--- config.mk ---
export PLATFORM = sky130hd
export DESIGN_NAME = range_pair_classify
export DESIGN_NICKNAME = d
export VERILOG_FILES = /design/src/rtl/range_chk_pkg.sv /design/src/rtl/range_pair_classify.sv
export SDC_FILE = /design/constraint.sdc
export NUM_CORES = 1
export LEC_CHECK = 0
export CORE_AREA = 2 2 39 41
export DETAILED_ROUTE_END_ITERATION = 8
export DIE_AREA = 0 0 41 43
export PLACE_DENSITY = 0.61
export RECOVER_POWER = 50
export SLEW_MARGIN = 20
export SYNTH_ARGS = -nofsm -noshare
export SYNTH_HDL_FRONTEND = slang
export SYNTH_SLANG_ARGS = --single-unit
--- constraint.sdc ---
create_clock -name vclk -period 1.4
set_input_delay 0.14 -clock vclk [all_inputs]
set_output_delay 0.14 -clock vclk [all_outputs]
set_load 0.03 [all_outputs]
--- src/rtl/range_chk_pkg.sv ---
// Shared types for the range pair checker: result codes, result-stage
// states and the (bound, value) pair record.
package range_chk_pkg;

    // Result code carried on res_code.
    typedef enum logic [1:0] {
        RC_PASS      = 2'd0,
        RC_BOUND_ERR = 2'd1,
        RC_RANGE_ERR = 2'd2,
        RC_ZERO_ERR  = 2'd3
    } res_code_e;

    // Occupancy of the single-entry result register.
    typedef enum logic {
        ST_EMPTY = 1'b0,
        ST_FULL  = 1'b1
    } res_state_e;

    localparam int PAIR_W = 8;

    // One stimulus pair at the default data width.
    typedef struct packed {
        logic [PAIR_W-1:0] bound;
        logic [PAIR_W-1:0] value;
    } pair_t;

    // Any code other than PASS counts as a failure.
    function automatic logic code_is_fail(input res_code_e code);
        return code != RC_PASS;
    endfunction

endpackage

--- src/rtl/range_pair_classify.sv ---
// Purely combinational classification of one (bound, value) pair against
// the generation rules. All comparisons are unsigned at width W.
module range_pair_classify
    import range_chk_pkg::*;
#(
    parameter int W      = 8,
    parameter int LO_MIN = 3,
    parameter int THRESH = 10
) (
    input  logic [W-1:0] bound,
    input  logic [W-1:0] value,
    output res_code_e    code
);

    localparam logic [W-1:0] LO_MIN_V = W'(LO_MIN);
    localparam logic [W-1:0] THRESH_V = W'(THRESH);

    // Priority-ordered rule check: bound floor first, then range or zero mode.
    always_comb begin
        code = RC_PASS;
        if (bound <= LO_MIN_V) begin
            code = RC_BOUND_ERR;
        end else if (bound > THRESH_V) begin
            if (value < bound) begin
                code = RC_RANGE_ERR;
            end
        end else if (value != '0) begin
            code = RC_ZERO_ERR;
        end
    end

endmodule

## Yosys cells after proc, flatten, opt, wreduce, memory -nomap -nowiden

Cells that the tools add are included.

- Reduce and logical (&&, ||, !) cells: 1
- Bitwise operators: 0
- Multiplexer cells: 4
- Add/sub/neg operators: 0
- $lt $le $gt $ge: 3
- Divide/modulo/power cells: 0
- Eq/ne operators: 0
- Multipliers: 0
- Shift operators: 0

Operators with widths:

| kind | number |
|---|---|
| $gt A8 B4 Y1 const B | 1 |
| $le A8 B2 Y1 const B | 1 |
| $lt A8 B8 Y1 | 1 |
| $mux W2 | 4 |
| $reduce_bool A8 Y1 | 1 |

- Memories kept: 0
- Bits in latches: 0
- Bits in registers: 0
- Output and inout bits: 2
- Memory bits (read-only): 0
- RAM bits: 0
- Input bits: 16
- Logic and storage cells: 8

## Longest topological paths before layout

Gate-level depths: netlist (run 1).

- Depth in word-level cells: 4
- Mapped depth: 6
- Gate-level depth less buffers: 6

## Worst setup path after synthesis (run 1)

Ideal clock, no wire load.

- Path kind: input -> output
- Start: in bound[5]
- End: out code[1]
- Arrival time: 1383 ps
- Setup slack: -123 ps
- Data required time: 1260 ps
- Path buffers: 0
- Stages: 4
- Path through: or4_4 > a21oi_1 > nand2_1 > o21bai_1

- Longest elaborated chain between the ends: 4
- Elaborated cells between the ends (all ways): 6
- Classes of those cells: order compare (3); mux (3)

Ends and longest elaborated chain:

| what | line | RTL |
|---|---|---|
| start: declaration | range_pair_classify.sv:10 | `input logic [W-1:0] bound,` |
| $lt A8 B8 Y1 | range_pair_classify.sv:24 | `if (value < bound) begin` |
| $mux W2 | range_pair_classify.sv:24 |  |
| $mux W2 | range_pair_classify.sv:23 | `end else if (bound > THRESH_V) begin` |
| $mux W2 (*) | range_pair_classify.sv:21 | `if (bound <= LO_MIN_V) begin` |
| end: declaration | range_pair_classify.sv:12 | `output res_code_e code` |

Mark *: on every way between the ends. The rest lies on a longest branch, timed or not.

## Worst setup path after layout (run 1)

- Start: in bound[7]
- End: out code[1]

The elaborated chain is that of the path after synthesis.

==> impl_metrics.csv, run 1 <==
group,metric,value,unit
synth,synthCells,38,
synth,yosysTopAreaCell,"ha_1",
hold_path,hold_start,"bound[7]",
routing,ant_nets,0,
routing,drc,0,
placed_design,io_buffers,18,
synth,syn_area,263,sq um
worst_setup_path,crit_slowest_cell,"or4_4",
synth,synth.most_common_cell,"inv_1",
hold_path,whs_endpoint,"code[1]",
synth,seq_area_frac_synth,0,
finish,final_cells,75,
routing,avgRoutedWirePerCell,11.7,um
worst_setup_path,end_kind,"primary output",
die,start_util,0.190,
routing,drt-total-wl,879,um
worst_setup_path,cpMostUsedCell,"buf_6",
finish,n_sequential_cell,0,
placed_design,dp_hpwl,619,um
die,fp.dieH,43,um
worst_setup_path,crit_chain,"buf_6 > or4_4 > a22oi_2 > a211oi_2 > o21bai_4 > buf_6",
placed_design,post_dp_cell_area,484,sq um
global_routing,antenna_found_initial,0,
worst_setup_path,crit_type,"input port to primary output",
run_status,violations,"negative setup slack",
sta,fin_crit,1.51,ns
placed_design,post-place-cells,75,
sta,finalWorstSetupSlack,-0.111,ns
finish,final_nets,84,
worst_setup_path,start_kind,"input port",
finish,final-seq-area,0,sq um
global_routing,track_usage,0.105,
sta,grt_setup_unrepaired,"true",
finish,drive_gt1_frac,0.542,
finish,num_antenna_cells,0,
die,ioPinCount,18,
finish,utilization,0.407,
run,cap_violations,0,
power_and_ir_drop,p_leak,0.000252,uW
worst_setup_path,arrival,1.37,ns
hold_path,hp-class,"input port to primary output",
synth,netlist_top_cells_area,"ha_1 33%, inv_1 11%, a211oi_1 5.7%",
sta,hold_viol,0,
die,coreArea,1380,sq um
synth,synth_nets,61,
placed_design,routabilityCongestion,0.702,
die,die_w,41,um
worst_setup_path,path_buf_inv,2,
worst_setup_path,critPathMaxFanout,3,
sta,worst_slew_pin_slew,0.280,ns
sta,slew_viol_final,0,
worst_setup_path,crit_family,"simple AND/OR/NAND/NOR gates",
clocking,cts_hold_buffers,0,
synth,ys_warn_count,0,
global_routing,grt_max_degree,4,
routing,vias,343,
global_routing,grt-ovfl-total,0,
routing,drtPass1Iterations,1,
global_routing,grt_pass1_vias,338,
synth,synth.avg_cell_area,6.91,sq um
worst_setup_path,cpPeakStageDelay,0.55,ns
sta,hold_ws,0.788,ns
power_and_ir_drop,power,170,uW
worst_setup_path,cp.required,1.26,ns
synth,synthDominantCellAreaShare,0.333,
hold_path,worstHoldPathCells,5,
sta,finalSetupViolCount,2,
finish,postLayoutCellArea,563,sq um
die,dieArea,1760,sq um
routing,drtIter0Drc,0,
power_and_ir_drop,powerDensity,302,nW/um^2
sta,maxClockFrequency,662,MHz
sta,fin_crit_sh,1.08,
finish,area_delta_synth_final,114,%
routing,avgViaCountPerCell,4.57,
synth,synthTopCellsByCount,"8 x inv_1, 7 x ha_1, 4 x nor2_1",
power_and_ir_drop,peakVddDrop,95.5,uV
run_status,run_status,"finished, violations left",
sta,relSlewSlack,0.811,
global_routing,grt_pass1_wl,1310,um
synth,synthDistinctLibCells,17,
finish,n_clock_buffer,0,
die,num_rows,14,
==> worst max-delay path by stage <==
stage,slack (ns),endpoint,cells after the start,startpoint
finish,-0.11,code[1],6,bound[7]
CTS,-0.09,code[1],6,bound[7]
floorplan,0.03,code[1],4,bound[5]
detailed placement,-0.48,code[1],6,bound[5]
global route,-0.16,code[1],6,bound[7]
global placement,-0.44,code[1],6,bound[5]
==> metrics by stage <==
step | setup WS [ns] | setup TNS, ns
after CTS | -0.0854 | -0.111
after detailed placement | -0.476 | -0.863
after floorplan | 0.0305 | 0
after global routing | -0.158 | -0.262
after global placement | -0.443 | -0.820
final | -0.111 | -0.148
==> worst min-delay path, cell delays in order <==
cell	delay [ns]
buf_6	0.07
or4_4	0.13
nor3_2	0.05
o21bai_4	0.13
buf_6	0.12
==> per-layer routing <==
layer	share of wire	track usage	vias up
li1	-	-	178
met2	0.53	0.213	15
met3	0.067	0	0
met5	0	0	-
met1	0.41	0.117	150
met4	0	0	0
==> cell usage in the layout (no fill, tap or decap) <==
cell	instances
a211oi_2	2
a21o_1	2
a21oi_2	1
a22oi_2	1
buf_2	2
buf_4	4
buf_6	2
clkbuf_2	2
clkdlybuf4s15_1	3
clkdlybuf4s15_2	2
dlygate4sd2_1	6
ha_1	2
ha_2	1
ha_4	4
inv_1	6
inv_2	2
nand2_1	2
nand4_1	1
nor2_1	2
nor2_2	2
nor2b_1	1
nor3_2	1
nor3b_2	1
nor4_1	1
nor4_2	1
o21ai_1	1
o21ai_2	2
o21bai_4	1
or4_4	1
==> cell type report <==
type	instances	area (sq um)
Tap cell	16	20.0
Inverter	8	30.0
Timing Repair Buffer	21	178
Fill cell	150	821
Multi-Input combinational cell	30	335
==> kinds of logic after synthesis <==
kind of cell / share of synthesized area
AOI/OAI and AO/OA: 0.281
adders and majority gates: 0.333
buffers and inverters: 0.114
and+or+nand+nor: 0.271
==> power breakdown <==
part,internal [uW],switching (uW)
Clock,0,0
Sequential,0,0
Combinational,92.4,77.6
Total,92.4,77.6
==> what timing repair did <==
item                                   CTS  global route
buffers inserted                         0             0
endpoints found under the hold margin    0             0
gates resized for setup                 52             6
setup endpoints to repair                2             2
pin swaps                               18             6
Power figures use the tool's default switching activity.
==> run 2: changes to the inputs <==
Clock period 1.4 ns to 1.6 ns, I/O delays scaled along.
==> run 2 against run 1 <==
Against the previous run:
- via count increased by 0.29%
- clock-buffer cell count unchanged
- non-clock buffer count increased by 1
- critical endpoint unchanged
- the flow now finishes without violations
- final cell count increased by 1.3%
- final area decreased by 6.0%
- hold slack improved by 0.050 ns
- largest cell class unchanged
==> impl_metrics.csv, run 2 (synthesis gave the netlist of run 1 again) <==
group,metric,value,unit
hold_path,hp-class,"input port to primary output",
global_routing,grt_pass1_vias,295,
worst_setup_path,crit_slowest_cell,"or4_4",
finish,drive_gt1_frac,0.417,
die,coreArea,1380,sq um
finish,final_cell_mix,"9 x dlygate4sd2_1, 6 x inv_1, 6 x buf_4, 4 x nor2_1",
finish,utilization,0.382,
sta,setup_tns,0,ns
routing,drt-total-wl,781,um
sta,fin_crit,1.54,ns
worst_setup_path,critPathMaxFanout,3,
power_and_ir_drop,p_leak,0.000262,uW
global_routing,antenna_found_initial,0,
sta,maxClockFrequency,648,MHz
power_and_ir_drop,seq_power_share,0,
placed_design,io_buffers,18,
global_routing,track_usage,0.0789,
sta,hold_viol,0,
worst_setup_path,crit_chain,"buf_6 > or4_4 > a22oi_2 > a211oi_2 > o21bai_1 > buf_4",
routing,ant_nets,0,
routing,drc,0,
clocking,post-cts-setup-buffer-count,0,
worst_setup_path,path_buf_inv,2,
sta,worst_slew_pin_slew,0.284,ns
power_and_ir_drop,switching_share,0.454,
finish,num_antenna_cells,0,
sta,relSlewSlack,0.809,
finish,final_nets,85,
finish,final_common_cell,"dlygate4sd2_1",
routing,avgViaCountPerCell,4.53,
sta,grt_setup_unrepaired,"true",
worst_setup_path,arrival,1.38,ns
sta,finalSetupViolCount,0,
routing,drtPass1Iterations,2,
worst_setup_path,crit_family,"simple AND/OR/NAND/NOR gates",
finish,area_delta_synth_final,101,%
run_status,run_status,"complete, no violations",
run,cap_violations,0,
global_routing,grt-ovfl-total,0,
sta,slew_viol_final,0,
finish,n_sequential_cell,0,
power_and_ir_drop,peakVddDrop,78.9,uV
die,fp.dieH,43,um
worst_setup_path,cp.required,1.44,ns
hold_path,worstHoldPathCells,6,
die,num_rows,14,
finish,postLayoutCellArea,529,sq um
die,dieArea,1760,sq um
finish,final-seq-area,0,sq um
routing,drtIter0Drc,1,
power_and_ir_drop,p_int,72.4,uW
finish,n_clock_buffer,0,
routing,vias,344,
power_and_ir_drop,p_comb_frac,1.000,
clocking,cts_hold_buffers,0,
placed_design,routabilityCongestion,0.684,
worst_setup_path,cpPeakStageDelay,0.55,ns
placed_design,dp_hpwl,603,um
placed_design,post_dp_cell_area,488,sq um
global_routing,grt_pass1_wl,1020,um
hold_path,whs_endpoint,"code[1]",
worst_setup_path,start_kind,"input port",
power_and_ir_drop,powerDensity,251,nW/um^2
die,die_w,41,um
worst_setup_path,end_kind,"primary output",
die,ioPinCount,18,
sta,hold_ws,0.838,ns
power_and_ir_drop,clkPwrFrac,0,
power_and_ir_drop,p_switching,60.2,uW
sta,fin_crit_sh,0.965,
global_routing,grt_max_degree,4,
worst_setup_path,crit_type,"input port to primary output",
routing,avgRoutedWirePerCell,10.3,um
hold_path,hold_start,"bound[4]",
die,start_util,0.190,
[run 2: changes by cell type in the layout (fill, tap and decap cells not counted), sizes merged]
cell,delta
dlygate4sd2,+3
clkbuf,+1
dlymetal6s2s,+1
clkdlybuf4s15,-5
clkdlybuf4s50,+1
[run 2: worst max-delay path by stage]
stage,cells past startpoint,to,start
6_report,6,code[1],bound[6]
5_1_grt,6,code[1],bound[6]
4_1_cts,7,code[1],bound[0]
3_5_place_dp,8,code[1],bound[1]
3_3_place_gp,8,code[1],bound[1]
2_1_floorplan,4,code[1],bound[5]
[run 2: repair_timing]
action	in CTS	in global routing
pin swaps	11	6
gates resized for setup	31	11
endpoints found under the setup margin	2	2
[run 2: area by class of cell]
type	count	area [sq um]
inverter	8	30.0
multi-input combinational	30	295
tap	16	20.0
timing repair buffer	22	184
fill	160	855
[run 2: through the flow]
stage	instances	total power [uW]	setup slack, ns
3_3_place_gp	76	120	-0.304
3_5_place_dp	76	121	-0.292
2_1_floorplan	38	53.2	0.0368
5_1_grt	76	146	-0.00594
4_1_cts	76	128	0.0109
6_report	76	133	0.0566
[run 2: metal layers]
metal | wire length (um) | GRT usage | vias to the layer above
li1 | - | - | 182
met1 | 315 | 0.0918 | 143
met2 | 371 | 0.156 | 17
met3 | 78 | 0 | 2
met4 | 15 | 0 | 0
met5 | 0 | 0 | -
[run 2: worst min-delay path, delay by kind of cell]
family,cells,cell delay (ns)
buf+inv,2,0.23
simple gates,2,0.18
compound gates,2,0.11
[run 2: power by group through the flow]
stage               clock network [uW]  logic [uW]  registers [uW]
CTS                                  0         128               0
global placement                     0         120               0
floorplan                            0        53.2               0
detailed placement                   0         121               0
global route                         0         146               0
finish                               0         133               0
